### src/rtl/toggle_cover_pkg.sv
// Shared definitions for the toggle coverage detector.
package toggle_cover_pkg;

    // PRIME: no previous sample held yet; RUN: edges can be detected.
    typedef enum logic {
        PRIME = 1'b0,
        RUN   = 1'b1
    } state_t;

    localparam int unsigned WIDTH_DEFAULT = 21;

endpackage

### src/rtl/toggle_cover_bit.sv
// Per-bit toggle tracker: edge detection, seen flags, done flag and
// the registered one-cycle completion pulse.
module toggle_cover_bit #(
    parameter int unsigned ONCE = 1
) (
    input  logic clock,
    input  logic reset,
    input  logic clear,
    input  logic capture,
    input  logic update,
    input  logic sig,
    output logic valid,
    output logic done,
    output logic newly_done
);

    logic prev;
    logic seen_rise;
    logic seen_fall;
    logic rise;
    logic fall;
    logic got_rise;
    logic got_fall;
    logic complete;
    logic pulse;

    // Edge detection and completion for the sample being taken this cycle.
    always_comb begin
        rise       = ~prev & sig;
        fall       = prev & ~sig;
        got_rise   = seen_rise | rise;
        got_fall   = seen_fall | fall;
        complete   = update & got_rise & got_fall;
        pulse      = (ONCE != 0) ? (complete & ~done) : complete;
        newly_done = complete & ~done;
    end

    // Tracking state; reset beats clear, clear beats any sample.
    always_ff @(posedge clock) begin
        if (reset) begin
            prev      <= 1'b0;
            seen_rise <= 1'b0;
            seen_fall <= 1'b0;
            done      <= 1'b0;
            valid     <= 1'b0;
        end else if (clear) begin
            seen_rise <= 1'b0;
            seen_fall <= 1'b0;
            done      <= 1'b0;
            valid     <= 1'b0;
        end else begin
            valid <= pulse;
            if (capture) begin
                prev <= sig;
            end else if (update) begin
                prev <= sig;
                // In repeat mode a completed pair re-arms the bit.
                if (complete && (ONCE == 0)) begin
                    seen_rise <= 1'b0;
                    seen_fall <= 1'b0;
                end else begin
                    seen_rise <= got_rise;
                    seen_fall <= got_fall;
                end
                done <= done | complete;
            end
        end
    end

endmodule

### src/rtl/toggle_cover_detect.sv
// Toggle coverage detector: priming FSM, per-bit trackers and the
// covered-bit counter.
module toggle_cover_detect
    import toggle_cover_pkg::*;
#(
    parameter int unsigned WIDTH = WIDTH_DEFAULT,
    parameter int unsigned ONCE  = 1
) (
    input  logic                       clock,
    input  logic                       reset,
    input  logic [WIDTH-1:0]           sig,
    input  logic                       sample_en,
    input  logic                       clear,
    output logic [WIDTH-1:0]           valid,
    output logic [$clog2(WIDTH+1)-1:0] covered_cnt,
    output logic                       all_covered
);

    localparam int unsigned CW = $clog2(WIDTH + 1);
    localparam logic [CW-1:0] FULL = CW'(WIDTH);

    state_t          state_q;
    state_t          state_d;
    logic            capture;
    logic            update;
    logic [WIDTH-1:0] done;
    logic [WIDTH-1:0] newly_done;
    logic [CW-1:0]   add;
    logic [CW-1:0]   cnt_next;

    // FSM state register.
    always_ff @(posedge clock) begin
        if (reset) begin
            state_q <= PRIME;
        end else begin
            state_q <= state_d;
        end
    end

    // Next state and per-sample strobes; clear discards the sample.
    always_comb begin
        state_d = state_q;
        capture = 1'b0;
        update  = 1'b0;
        if (clear) begin
            state_d = PRIME;
        end else if (sample_en) begin
            if (state_q == PRIME) begin
                capture = 1'b1;
                state_d = RUN;
            end else begin
                update = 1'b1;
            end
        end
    end

    for (genvar g = 0; g < WIDTH; g++) begin : g_bit
        toggle_cover_bit #(
            .ONCE(ONCE)
        ) u_bit (
            .clock     (clock),
            .reset     (reset),
            .clear     (clear),
            .capture   (capture),
            .update    (update),
            .sig       (sig[g]),
            .valid     (valid[g]),
            .done      (done[g]),
            .newly_done(newly_done[g])
        );
    end

    // Popcount of bits covered for the first time by this sample.
    always_comb begin
        add = '0;
        for (int unsigned i = 0; i < WIDTH; i++) begin
            add = add + CW'(newly_done[i]);
        end
        cnt_next = covered_cnt + add;
    end

    // Counter and full flag, registered alongside valid.
    always_ff @(posedge clock) begin
        if (reset || clear) begin
            covered_cnt <= '0;
            all_covered <= 1'b0;
        end else begin
            covered_cnt <= cnt_next;
            all_covered <= (cnt_next == FULL);
        end
    end

endmodule

### config.mk
export PLATFORM = sky130hd
export DESIGN_NAME = toggle_cover_detect
export DESIGN_NICKNAME = d
export VERILOG_FILES = /design/src/rtl/toggle_cover_pkg.sv /design/src/rtl/toggle_cover_bit.sv /design/src/rtl/toggle_cover_detect.sv
export SDC_FILE = /design/constraint.sdc
export NUM_CORES = 1
export LEC_CHECK = 0
export ABC_CLOCK_PERIOD_IN_PS = 8500
export CORE_MARGIN = 2
export CORE_UTILIZATION = 40
export DETAILED_ROUTE_END_ITERATION = 10
export GPL_ROUTABILITY_DRIVEN = 0
export PLACE_DENSITY = 0.61
export SLEW_MARGIN = 20
export SYNTH_ARGS = -nofsm -noshare
export SYNTH_HDL_FRONTEND = slang
export SYNTH_HIERARCHICAL = 1
export SYNTH_SLANG_ARGS = --single-unit
export TNS_END_PERCENT = 30
### constraint.sdc
create_clock -name clock -period 8.5 [get_ports clock]
set_input_delay 1.7 -clock clock [delete_from_list [all_inputs] [get_ports clock]]
set_output_delay 1.7 -clock clock [all_outputs]
set_load 0.005 [all_outputs]
==> results by group <==
Critical path
  • Worst r2r dst: covered_cnt[4]
  • Logic depth of the worst register-to-register path: 18
  • Nature of the critical path endpoint: flip-flop
  • Critical path fanouts, max: 28
  • CP cell instances: clkdlybuf4s50_1 -> and3b_2 -> nand2b_1 -> a21oi_1 -> inv_1 -> fa_1 -> fa_1 -> fa_1 -> fa_1 -> fa_1 -> inv_1 -> ha_1 -> inv_1 -> fa_1 -> inv_1 -> a21o_1 -> a21oi_2 -> xnor2_1 -> nor3_1
  • Reg-to-reg startpoint: state_q
  • Worst setup path start: sample_en
  • Cell with the most instances on the worst path: sky130_fd_sc_hd__fa_1
  • Cell type of the slowest stage on the worst timing path: sky130_fd_sc_hd__fa_1
  • Worst EP required: 8.70 ns
  • Critical Path End: covered_cnt[4]
  • Critical path start-end classification: input port to flip-flop
  • Longest individual stage delay on the worst path: 0.56 ns
  • Setup slack, reg-to-reg: 3.43 ns
  • Category of the worst setup path launch point: input port
  • Signal arrival time at the worst endpoint: 6.78 ns

Floorplan
  • Die Outline Area: 15000 um2
  • Core Footprint: 13800 um2
  • Initial cell density of the core: 40.7%
  • Placement row count: 43
  • Number of top-level pins: 52
  • Floorplan die width: 122 um
  • Height of the die: 122 um

Timing
  • Unrepaired setup endpoints after global routing: false
  • Hold Violations, Final: 0
  • Worst slew margin: 41.0%
  • Share of the cycle needed by the critical path after routing: 77.4%
  • Highest clock rate: 152 MHz
  • Final Skew: 0.00414 ns
  • Setup-failing EPs final: 0
  • Minimum period implied by the final worst setup slack: 6.58 ns
  • Pins over their slew limit: 0
  • Setup TNS: 0 ns
  • Slew at the pin with the worst max-slew slack: 0.885 ns

Routing
  • Final routed DRC violation total: 0
  • Average vias per placed instance: 5.32
  • 1st-pass router iterations: 4
  • Total via count after detailed routing: 4330
  • Post-DR wirelength/cell: 14.4 um
  • Post-DRT Antenna Nets: 0
  • Total wirelength of the detailed-routed design: 11700 um
  • DRC violation total after the first TritonRoute iteration: 201

Synth
  • Post-synthesis cell type count: 23
  • Avg Synthesized Cell Area: 9.95 um2
  • Cell area after technology mapping: 5610 um2
  • Number of cells produced by synthesis: 564
  • Syn nets: 615
  • Yosys warns: 6
  • Synthesis-stage register bit count: 112
  • Sequential fraction of the synthesis area: 40.0%

Global route
  • Total gr overflow: 0
  • Largest net degree at the start of global routing: 69
  • First-pass GRT wire length: 19900 um
  • Number of global-route vias before repair: 4285
  • Total Routing Usage GR: 16.6%
  • Number of antenna violations at the first check in global routing: 0

Clock tree
  • Number of buffers on the longest clock path: 2
  • Clock Sinks: 112
  • CTS tree: done
  • Root Buffer: sky130_fd_sc_hd__clkbuf_16
  • Source-to-sink clock delay at the later pin of the worst-skew pair: 0.34 ns
  • Hold buffer count at cts: 0
  • TritonCTS buffer count: 9
  • Number of levels in the clock H-tree: 3
  • Count of buffers added by post-CTS timing repair for setup: 0
  • Post-CTS resize count: 0
  • Clock slew at the register clock pins of the worst setup and hold paths: 0.06 ns

Finish
  • Layout area overhead: 18.5%
  • # diodes: 0
  • Final std cells w/o fill: 814
  • Share of post-route cells with drive strength above 1: 20.0%
  • Number of nets in the layout: 681

Pwr
  • P_leak: 2.32 nW
  • IR Drop Worst-Case VDD: 0.0872 mV
  • Pwr/cell area: 150 nW/um2

Flow run
  • MaxCap Viol Count: 0

Placement
  • I/O Buffers: 51
  • HPWL after detailed placement: 7930 um
  • Placed Instances: 799

Hold path
  • Hold crit path type: flip-flop to flip-flop

Run status
  • Run status: finished, final reports clean
## where the power goes
group	switching, mW	internal [mW]	total, mW
combinational	0.0481	0.0282	0.0763
clock	0.177	0.214	0.391
sequential	0.00257	0.529	0.532
## metrics by stage
| stage | hold slack (ns) | power [mW] | setup slack (ns) | utilization, % | area, um2 |
|---|---|---|---|---|---|
| after global routing | 0.534 | 1.04 | 1.56 | 48.3 | 6650 |
| after detailed placement | 0.496 | 0.620 | 1.52 | 46.3 | 6380 |
| final | 0.505 | 0.999 | 1.92 | 48.3 | 6650 |
| after floorplan | 0.471 | 0.578 | 1.53 | - | 5610 |
| after global placement | 0.484 | 0.618 | 1.64 | 46.3 | 6380 |
| after CTS | 0.510 | 1.02 | 1.89 | 48.3 | 6650 |
## how the worst min path moves through the flow
| stage | to | start | depth (start not counted) |
|---|---|---|---|
| final | g_bit[1].u_bit/prev | g_bit[1].u_bit/prev | 2 |
| after global placement | g_bit[4].u_bit/prev | g_bit[4].u_bit/prev | 2 |
| after detailed placement | g_bit[14].u_bit/seen_rise | g_bit[14].u_bit/seen_rise | 2 |
| after floorplan | g_bit[0].u_bit/prev | g_bit[0].u_bit/prev | 2 |
| after CTS | g_bit[14].u_bit/seen_rise | g_bit[14].u_bit/seen_rise | 2 |
| after global routing | g_bit[12].u_bit/seen_rise | g_bit[12].u_bit/seen_rise | 2 |
## cells by family after synthesis
kind of cell / after synthesis / share of synthesized area [%]
and+or+nand+nor: 200 / 20.3
muxes: 21 / 3.75
AOI/OAI and AO/OA: 172 / 25.4
adders and majority gates: 26 / 7.94
DFF: 112 / 40.0
buffers and inverters: 28 / 1.87
xor gates and xnor gates: 5 / 0.781
## area by class of cell
class	count	area [um2]
Timing Repair Buffer	56	543
Multi-Input combinational cell	424	3270
Inverter	27	101
Fill cell	1321	7120
Clock buffer	15	268
Tap cell	180	225
Sequential cell	112	2240
## Yosys cell counts
| master | count | area [um2] |
|---|---|---|
| sky130_fd_sc_hd__o21bai_1 | 21 | 158 |
| sky130_fd_sc_hd__ha_1 | 10 | 125 |
| sky130_fd_sc_hd__xnor2_1 | 2 | 17.5 |
| sky130_fd_sc_hd__nor2_1 | 44 | 165 |
| sky130_fd_sc_hd__clkbuf_1 | 1 | 3.75 |
| sky130_fd_sc_hd__and2b_2 | 21 | 184 |
| sky130_fd_sc_hd__nand2_2 | 21 | 131 |
| sky130_fd_sc_hd__nand4_1 | 1 | 6.26 |
| sky130_fd_sc_hd__dfxtp_1 | 112 | 2240 |
| sky130_fd_sc_hd__nor3b_1 | 2 | 15.0 |
| sky130_fd_sc_hd__a21oi_1 | 63 | 315 |
| sky130_fd_sc_hd__mux2i_1 | 21 | 210 |
| sky130_fd_sc_hd__a21o_1 | 2 | 15.0 |
| sky130_fd_sc_hd__a2111oi_2 | 42 | 631 |
| sky130_fd_sc_hd__and3b_1 | 1 | 8.76 |
| sky130_fd_sc_hd__fa_1 | 16 | 320 |
| sky130_fd_sc_hd__inv_1 | 27 | 101 |
| sky130_fd_sc_hd__a21oi_2 | 23 | 201 |
| sky130_fd_sc_hd__nor3_1 | 47 | 235 |
| sky130_fd_sc_hd__nand2b_1 | 21 | 131 |
| sky130_fd_sc_hd__o21ai_1 | 21 | 105 |
| sky130_fd_sc_hd__nor2b_1 | 42 | 263 |
| sky130_fd_sc_hd__xor2_1 | 3 | 26.3 |
## layer usage
metal / routed length [um] / global-route usage (%) / vias to the layer above
met2: 5610 / 27.4 / 63
met5: 0 / 0 / -
met4: 96 / 4.67 / 0
met1: 5570 / 21.5 / 2079
met3: 415 / 4.32 / 8
li1: - / - / 2180
## layout by cell type (no fill, tap or decap), drive strengths merged
master	instances
nand4	1
ha	10
o21ai	21
and2b	21
a21o	2
nand2b	21
a2111oi	42
mux2i	21
nor3b	2
dfxtp	112
and3b	1
buf	7
o21bai	21
fa	16
nor2b	42
inv	27
clkdlybuf4s50	49
a21oi	86
nor2	44
xor2	3
xnor2	2
nand2	21
clkbuf	15
nor3	47
## worst max-delay path: cells and delay by family
family          cells  cell delay (ns)
buf+inv             5             0.80
simple gates        3             0.77
xor+xnor            1             0.19
fa+ha+maj           7             2.97
compound gates      3             0.34
## sequential cells by signal, indices dropped and copies added (netlist names)
register and flops:
g_bit.u_bit/done 21, g_bit.u_bit/prev 21, g_bit.u_bit/seen_fall 21, g_bit.u_bit/seen_rise 21, g_bit.u_bit/valid 21, covered_cnt 5
all_covered 1, state_q 1
Note: power is estimated with default switching activity, not from simulation.
